--- config.mk ---
export PLATFORM = sky130hd
export DESIGN_NAME = pipe_regfile
export DESIGN_NICKNAME = d
export VERILOG_FILES = /design/src/rtl/pipe_regfile_pkg.sv /design/src/rtl/regfile_scoreboard.sv /design/src/rtl/pipe_regfile.sv
export SDC_FILE = /design/constraint.sdc
export NUM_CORES = 2
export LEC_CHECK = 0
export ABC_AREA = 0
export BUFFER_PORTS_ARGS = -buffer_cell sky130_fd_sc_hd__buf_4
export CELL_PAD_IN_SITES_DETAIL_PLACEMENT = 1
export CELL_PAD_IN_SITES_GLOBAL_PLACEMENT = 1
export CORE_ASPECT_RATIO = 1.5
export CORE_MARGIN = 4
export CORE_UTILIZATION = 42
export DETAILED_ROUTE_END_ITERATION = 6
export PLACE_DENSITY_LB_ADDON = 0.1
export SLEW_MARGIN = 20
export SYNTH_ARGS = -nofsm -noshare
export SYNTH_HDL_FRONTEND = slang
export SYNTH_HIERARCHICAL = 1
export SYNTH_SLANG_ARGS = --single-unit
--- constraint.sdc ---
create_clock -name i_clk -period 5.85 [get_ports i_clk]
set_input_delay 0.2925 -clock i_clk [delete_from_list [all_inputs] [get_ports i_clk]]
set_output_delay 0.2925 -clock i_clk [all_outputs]
set_load 0.02 [all_outputs]
--- src/rtl/pipe_regfile_pkg.sv ---
// -----------------------------------------------------------------------------
// pipe_regfile_pkg
// Shared types and constants for the pipelined-core register file:
//   - state_e      : sweep engine states (ST_IDLE, ST_SWEEP)
//   - DEF_DATA_W   : default register width
//   - DEF_ADDR_W   : default address width
//   - slice_lsb()  : LSB position of port k inside a flattened port bus
// -----------------------------------------------------------------------------
package pipe_regfile_pkg;

    typedef enum logic {
        ST_IDLE  = 1'b0,
        ST_SWEEP = 1'b1
    } state_e;

    localparam int DEF_DATA_W = 32;
    localparam int DEF_ADDR_W = 5;

    // Bit offset of port 'port' in a bus of 'width'-bit fields packed LSB-first.
    function automatic int unsigned slice_lsb(input int unsigned port,
                                              input int unsigned width);
        return port * width;
    endfunction

endpackage

--- src/rtl/regfile_scoreboard.sv ---
// -----------------------------------------------------------------------------
// regfile_scoreboard
// Pending-write scoreboard for the register file. One bit per register,
// set by an issue-stage claim and cleared by the matching writeback, a
// pipeline flush or the start of a zeroing sweep. Produces per-read-port
// stall flags.
// Ports:
//   i_clk, i_rst        clock, synchronous active-high reset
//   i_sweep             sweep engine is active (claims/writes ignored, no stalls)
//   i_clear_start       sweep accepted this cycle (clears all pending)
//   i_wr_en, i_wr_addr  writeback port
//   i_claim_en/_addr    issue-stage claim
//   i_flush             pipeline flush (clears all pending)
//   i_rd_addr           flattened read addresses
//   o_rd_busy           per-port stall flags (combinational)
// -----------------------------------------------------------------------------
module regfile_scoreboard
    import pipe_regfile_pkg::*;
#(
    parameter int ADDR_W  = DEF_ADDR_W,
    parameter int NUM_RD  = 2,
    parameter bit ZERO_R0 = 1'b1
) (
    input  logic                     i_clk,
    input  logic                     i_rst,
    input  logic                     i_sweep,
    input  logic                     i_clear_start,
    input  logic                     i_wr_en,
    input  logic [ADDR_W-1:0]        i_wr_addr,
    input  logic                     i_claim_en,
    input  logic [ADDR_W-1:0]        i_claim_addr,
    input  logic                     i_flush,
    input  logic [NUM_RD*ADDR_W-1:0] i_rd_addr,
    output logic [NUM_RD-1:0]        o_rd_busy
);

    localparam int DEPTH = 1 << ADDR_W;

    logic [DEPTH-1:0] r_pending;
    logic [DEPTH-1:0] w_pend_nxt;
    logic             w_wr_ok;
    logic             w_claim_ok;

    assign w_wr_ok    = i_wr_en && !i_sweep &&
                        !(ZERO_R0 && (i_wr_addr == {ADDR_W{1'b0}}));
    assign w_claim_ok = i_claim_en && !i_sweep &&
                        !(ZERO_R0 && (i_claim_addr == {ADDR_W{1'b0}}));

    // Next pending vector: write clears first so a same-cycle claim wins.
    always_comb begin
        w_pend_nxt = r_pending;
        if (i_flush || i_clear_start) begin
            w_pend_nxt = {DEPTH{1'b0}};
        end else begin
            if (w_wr_ok) begin
                w_pend_nxt[i_wr_addr] = 1'b0;
            end else begin
                w_pend_nxt = w_pend_nxt;
            end
            if (w_claim_ok) begin
                w_pend_nxt[i_claim_addr] = 1'b1;
            end else begin
                w_pend_nxt = w_pend_nxt;
            end
        end
    end

    // Pending register.
    always_ff @(posedge i_clk) begin
        if (i_rst) begin
            r_pending <= {DEPTH{1'b0}};
        end else begin
            r_pending <= w_pend_nxt;
        end
    end

    // Stall flags: a write to the same register this cycle resolves the
    // hazard through the bypass, so it does not stall.
    always_comb begin
        o_rd_busy = {NUM_RD{1'b0}};
        for (int k = 0; k < NUM_RD; k++) begin
            if (i_sweep) begin
                o_rd_busy[k] = 1'b0;
            end else if (ZERO_R0 &&
                         (i_rd_addr[slice_lsb(k, ADDR_W) +: ADDR_W] == {ADDR_W{1'b0}})) begin
                o_rd_busy[k] = 1'b0;
            end else begin
                o_rd_busy[k] = r_pending[i_rd_addr[slice_lsb(k, ADDR_W) +: ADDR_W]] &&
                               !(i_wr_en &&
                                 (i_wr_addr == i_rd_addr[slice_lsb(k, ADDR_W) +: ADDR_W]));
            end
        end
    end

endmodule

--- src/rtl/pipe_regfile.sv ---
// -----------------------------------------------------------------------------
// pipe_regfile
// Register file for the pipelined core: NUM_RD combinational read ports with
// write-to-read bypass, one edge-committed write port, optional hard-wired
// zero in entry 0, a pending-write scoreboard and a multi-cycle zeroing sweep.
// Ports:
//   i_clk, i_rst            clock, synchronous active-high reset
//   i_rd_addr / o_rd_data   flattened read ports (port k at k*ADDR_W / k*DATA_W)
//   o_rd_busy               per-port outstanding-write stall
//   i_wr_en/_addr/_data     writeback port
//   i_claim_en/_addr        issue-stage claim
//   i_flush                 clear all pending bits
//   i_clear_req             start a zeroing sweep
//   o_clear_busy            sweep in progress
// -----------------------------------------------------------------------------
module pipe_regfile
    import pipe_regfile_pkg::*;
#(
    parameter int DATA_W  = DEF_DATA_W,
    parameter int ADDR_W  = DEF_ADDR_W,
    parameter int NUM_RD  = 2,
    parameter bit ZERO_R0 = 1'b1
) (
    input  logic                     i_clk,
    input  logic                     i_rst,
    input  logic [NUM_RD*ADDR_W-1:0] i_rd_addr,
    output logic [NUM_RD*DATA_W-1:0] o_rd_data,
    output logic [NUM_RD-1:0]        o_rd_busy,
    input  logic                     i_wr_en,
    input  logic [ADDR_W-1:0]        i_wr_addr,
    input  logic [DATA_W-1:0]        i_wr_data,
    input  logic                     i_claim_en,
    input  logic [ADDR_W-1:0]        i_claim_addr,
    input  logic                     i_flush,
    input  logic                     i_clear_req,
    output logic                     o_clear_busy
);

    localparam int                DEPTH    = 1 << ADDR_W;
    localparam logic [ADDR_W-1:0] LAST_IDX = {ADDR_W{1'b1}};

    logic [DATA_W-1:0] r_mem [DEPTH];
    state_e            r_state;
    logic [ADDR_W-1:0] r_idx;
    logic              r_clear_busy;

    logic w_sweep;
    logic w_clear_start;
    logic w_wr_ok;

    assign w_sweep       = (r_state == ST_SWEEP);
    assign w_clear_start = (r_state == ST_IDLE) && i_clear_req;
    assign w_wr_ok       = i_wr_en && !w_sweep &&
                           !(ZERO_R0 && (i_wr_addr == {ADDR_W{1'b0}}));
    assign o_clear_busy  = r_clear_busy;

    // Sweep FSM: index walks 0..DEPTH-1, one entry per cycle.
    always_ff @(posedge i_clk) begin
        if (i_rst) begin
            r_state      <= ST_IDLE;
            r_idx        <= {ADDR_W{1'b0}};
            r_clear_busy <= 1'b0;
        end else begin
            case (r_state)
                ST_IDLE: begin
                    if (i_clear_req) begin
                        r_state      <= ST_SWEEP;
                        r_idx        <= {ADDR_W{1'b0}};
                        r_clear_busy <= 1'b1;
                    end else begin
                        r_state      <= ST_IDLE;
                        r_clear_busy <= 1'b0;
                    end
                end
                ST_SWEEP: begin
                    if (r_idx == LAST_IDX) begin
                        r_state      <= ST_IDLE;
                        r_idx        <= {ADDR_W{1'b0}};
                        r_clear_busy <= 1'b0;
                    end else begin
                        r_idx        <= r_idx + {{(ADDR_W-1){1'b0}}, 1'b1};
                        r_clear_busy <= 1'b1;
                    end
                end
                default: begin
                    r_state      <= ST_IDLE;
                    r_idx        <= {ADDR_W{1'b0}};
                    r_clear_busy <= 1'b0;
                end
            endcase
        end
    end

    // Data array: reset and sweep zero entries; writes only land in IDLE.
    always_ff @(posedge i_clk) begin
        if (i_rst) begin
            for (int i = 0; i < DEPTH; i++) begin
                r_mem[i] <= {DATA_W{1'b0}};
            end
        end else if (w_sweep) begin
            r_mem[r_idx] <= {DATA_W{1'b0}};
        end else if (w_wr_ok) begin
            r_mem[i_wr_addr] <= i_wr_data;
        end else begin
            r_mem[0] <= r_mem[0];
        end
    end

    // Read muxes: zero register, then same-cycle bypass (IDLE only), then array.
    always_comb begin
        o_rd_data = {(NUM_RD*DATA_W){1'b0}};
        for (int k = 0; k < NUM_RD; k++) begin
            if (ZERO_R0 &&
                (i_rd_addr[slice_lsb(k, ADDR_W) +: ADDR_W] == {ADDR_W{1'b0}})) begin
                o_rd_data[slice_lsb(k, DATA_W) +: DATA_W] = {DATA_W{1'b0}};
            end else if (i_wr_en && !w_sweep &&
                         (i_wr_addr == i_rd_addr[slice_lsb(k, ADDR_W) +: ADDR_W])) begin
                o_rd_data[slice_lsb(k, DATA_W) +: DATA_W] = i_wr_data;
            end else begin
                o_rd_data[slice_lsb(k, DATA_W) +: DATA_W] =
                    r_mem[i_rd_addr[slice_lsb(k, ADDR_W) +: ADDR_W]];
            end
        end
    end

    regfile_scoreboard #(
        .ADDR_W  (ADDR_W),
        .NUM_RD  (NUM_RD),
        .ZERO_R0 (ZERO_R0)
    ) u_scoreboard (
        .i_clk         (i_clk),
        .i_rst         (i_rst),
        .i_sweep       (w_sweep),
        .i_clear_start (w_clear_start),
        .i_wr_en       (i_wr_en),
        .i_wr_addr     (i_wr_addr),
        .i_claim_en    (i_claim_en),
        .i_claim_addr  (i_claim_addr),
        .i_flush       (i_flush),
        .i_rd_addr     (i_rd_addr),
        .o_rd_busy     (o_rd_busy)
    );

endmodule

==> results by group <==
Clocking
  • Cts hold-fix bufs: 8
  • CTS H-Tree Depth: 3
  • Num CTS Buffers: 105
  • Longest Clk Path Bufs: 3
  • Clk slew on worst S/H paths: 70 ps
  • Worst skew pair latency: approximately 740 ps
  • Root buf cell: clkbuf_16
  • TritonCTS sink count: 1,061
  • CTS resizes: 0
  • Post-CTS setup buffers: 0
  • TritonCTS clock tree: yes

Setup path
  • WP data arrival: 4400 ps
  • CP Launch Type: flop
  • Crit-path max FO: 24
  • CP max stage cell: dfxtp_1
  • Critical-path cell list: nand2b_1 -> a221o_1 -> or3_2 -> buf_4 -> o21ai_0 -> a31oi_1 -> buf_4
  • WP data required: around 5600 ps
  • Max incr delay on CP: 770 ps
  • Crit path kind: flop to primary output
  • Most frequent CP cell: buf_4
  • Critical Path Sink Type: primary output

Synthesis
  • Ys async rst share: 0
  • Mapped Cells: 4,202
  • Prevailing post-synth register cell: edfxtp_1
  • Synth unique cells: 82
  • Syn Area/Cell: approximately 13 sq um
  • Seq cells post-synth: 1,061
  • Synth top area share: 0.554
  • Post-Syn Area: 0.0555 sq mm
  • Sequential share of the synthesized area: 0.567
  • Top cells by area, synth: edfxtp_1, mux4_2, nor2_1
  • EDFF count, synth: 1,024
  • Yosys warning count: 6
  • Largest area contributor in the netlist: edfxtp_1

Power and ir drop
  • Switching power share of the total: 0.267
  • Power consumption: between 15,000 and 20,000 uW
  • Leak Pwr: around 0.021 uW
  • PD cells: 293 mW/mm^2
  • Clock power share: 0.388
  • P_sw: 4860 uW
  • Peak supply drop: 0.254 mV
  • Internal power: around 13,000 uW
  • Logic pwr share: 0.132
  • Reg power frac: 0.480

Global routing
  • Total track usage: 0.361
  • Grt total ovfl: 0
  • Initial antenna violation count: 11
  • Vias in the first global route: roughly 43,000
  • Pin count of the biggest net entering global routing: 103
  • First-pass GRT wire length: roughly 350 mm

Timing
  • Pins Over Slew Limit: 0
  • WHS: 116 ps
  • Relative slew slack: 0.184
  • Unrepaired setup endpoints after global routing: false
  • Min Tclk post-route: 4690 ps
  • Final Hold Vio Count: 0
  • Setup total negative slack: 0 ps
  • Fmax: between 200 and 250 MHz
  • Final setup viols: 0
  • Worst Clk Skew: 18.1 ps
  • Fin crit share: 0.802
  • Tightest Pin Transition: between 1000 and 1500 ps

Drt
  • Routed vias: ~42,000
  • DRT Pass-1 Iters: 5
  • Initial drt markers: about 5,900
  • Final wirelength: about 250 mm
  • Post-DR wirelength/cell: about 42 microns
  • DRC violations left: 0
  • Final ANT Viol Nets: 0
  • Vias per Instance: around 6.9

Place
  • Final Wtd Congestion: 0.877
  • Final HPWL DP: 151 mm
  • Buffers on Ports: 124

Min path
  • HP Class: primary input to flop

Die
  • Die Height: 453 microns
  • Die ar.: roughly 0.14 sq mm
  • Ports: between 100 and 150
  • Initial Utilization: 0.423
  • # rows: 163
  • Core area: around 0.13 sq mm
  • Die Span X: 305 microns

Status
  • Status: complete, no violations

Cells and area
  • Share of layout cells above drive strength 1: 0.235
  • Layout area overhead: 11.9%
  • Nets: around 4,300

Flow run
  • Max Cap Viol: 0
-- power by group through the flow --
stage / clock network, uW / logic (uW) / registers [uW]
final: 7050 / 2400 / 8740
after global routing: 7390 / 2460 / 8760
after CTS: 7080 / 2360 / 8730
after detailed placement: 0 / 2350 / 8890
after global placement: 0 / 2340 / 8880
after floorplan: 0 / 1330 / 8820
-- cells in the final DEF, fill, tap and decap left out, types with 9 or more instances in the layout --
master,instances
nand3_1,22
nand2_2,24
nand2b_1,13
nand3_2,11
inv_1,9
a21oi_1,100
mux4_2,406
o211ai_1,20
nor4_1,32
mux2i_1,171
mux4_1,11
clkbuf_1,19
clkinv_2,21
nor3_1,24
conb_1,32
o21ai_0,94
a221oi_1,36
buf_12,9
clkbuf_16,115
a2111oi_0,9
nand2_1,117
dfxtp_1,37
nor2_1,1045
a211oi_1,45
and3_1,30
nor3b_1,10
buf_4,277
a211o_1,23
nor2b_1,52
clkinv_1,19
nand2b_2,24
xor2_1,10
mux2_2,45
a22oi_1,99
edfxtp_1,1024
a221o_1,21
o22ai_1,64
-- flip-flops by register name (all words and copies together) (netlist names) --
register and cells:
r_mem 1024, u_scoreboard/r_pending 31, r_idx 5, o_clear_busy 1
-- cells by family after synthesis --
logic type / after synthesis / synth area share
flops: 1061 / 0.567
fa+ha+maj: 2 / 0.000451
other cells: 1 / 0.0000676
compound gates: 572 / 0.0712
xor+xnor: 18 / 0.00284
simple gates: 1467 / 0.112
mux: 633 / 0.210
buf+inv: 448 / 0.0360
-- synth_stat cells (8+ instances only) --
| library cell | instances |
|---|---|
| nor2_1 | 1047 |
| edfxtp_1 | 1024 |
| mux4_2 | 406 |
| clkbuf_1 | 238 |
| mux2i_1 | 171 |
| buf_2 | 148 |
| nand2_1 | 140 |
| a21oi_1 | 100 |
| a22oi_1 | 99 |
| o21ai_0 | 94 |
| o22ai_1 | 64 |
| nor2b_1 | 56 |
| a211oi_1 | 46 |
| mux2_2 | 45 |
| nand2b_1 | 44 |
| dfxtp_1 | 37 |
| a221oi_1 | 36 |
| nand3_1 | 33 |
| nor4_1 | 32 |
| and3_1 | 30 |
| nor3_1 | 24 |
| a211o_1 | 23 |
| buf_1 | 23 |
| a221o_1 | 21 |
| o211ai_1 | 20 |
| buf_4 | 19 |
| mux4_1 | 11 |
| nor3b_1 | 11 |
| a2111oi_0 | 10 |
| inv_1 | 10 |
| xor2_1 | 10 |
| or3_1 | 9 |
| xnor2_1 | 8 |
-- stage by stage --
stage | utilization | setup slack, ps | cell area, sq um | std cells
final | 0.473 | 1160 | 62100 | 6025
after global routing | 0.473 | 1070 | 62100 | 6020
after CTS | 0.472 | 1300 | 62000 | 6018
after detailed placement | 0.446 | 1530 | 58500 | 5820
after global placement | 0.445 | 1600 | 58500 | 5820
after floorplan | - | 2990 | 55600 | 4233
-- critical path, delay by kind of cell, from the launching register on --
| kind | cells | cell delay (ps) |
|---|---|---|
| simple gates | 2 | 1090 |
| compound gates | 3 | 1040 |
| flops | 1 | 770 |
| buf+inv | 2 | 750 |
-- layout make-up --
cell class                      instances  area (sq um)
Multi-Input combinational cell       2724         22500
Timing Repair Buffer                  300          2420
Sequential cell                      1061         31500
Inverter                               12          45.0
Clock buffer                          136          2980
Tap cell                             1732          2170
Antenna cell                            6          15.0
Clock inverter                         54           472
Fill cell                           13272         69300
-- worst paths after layout --
check | from | end | slack (ps) | depth (start not counted)
setup reg to reg | o_clear_busy | r_mem[31][29] | 1360 | 6
hold reg to reg | u_scoreboard/r_pending[1] | u_scoreboard/r_pending[1] | 490 | 2
setup / recovery | o_clear_busy | o_rd_data[53] | 1160 | 7
hold / removal | i_wr_data[11] | r_mem[4][11] | 120 | 3
-- metal layers --
layer | GRT usage | wire length, microns | part of all wire
met4 | 0.223 | 18500 | 0.073
met3 | 0.0832 | 26500 | 0.10
met2 | 0.571 | 117000 | 0.46
met1 | 0.451 | 90200 | 0.36
met5 | 0 | 27 | 0.00011
Note: power is estimated with default switching activity, not from simulation.
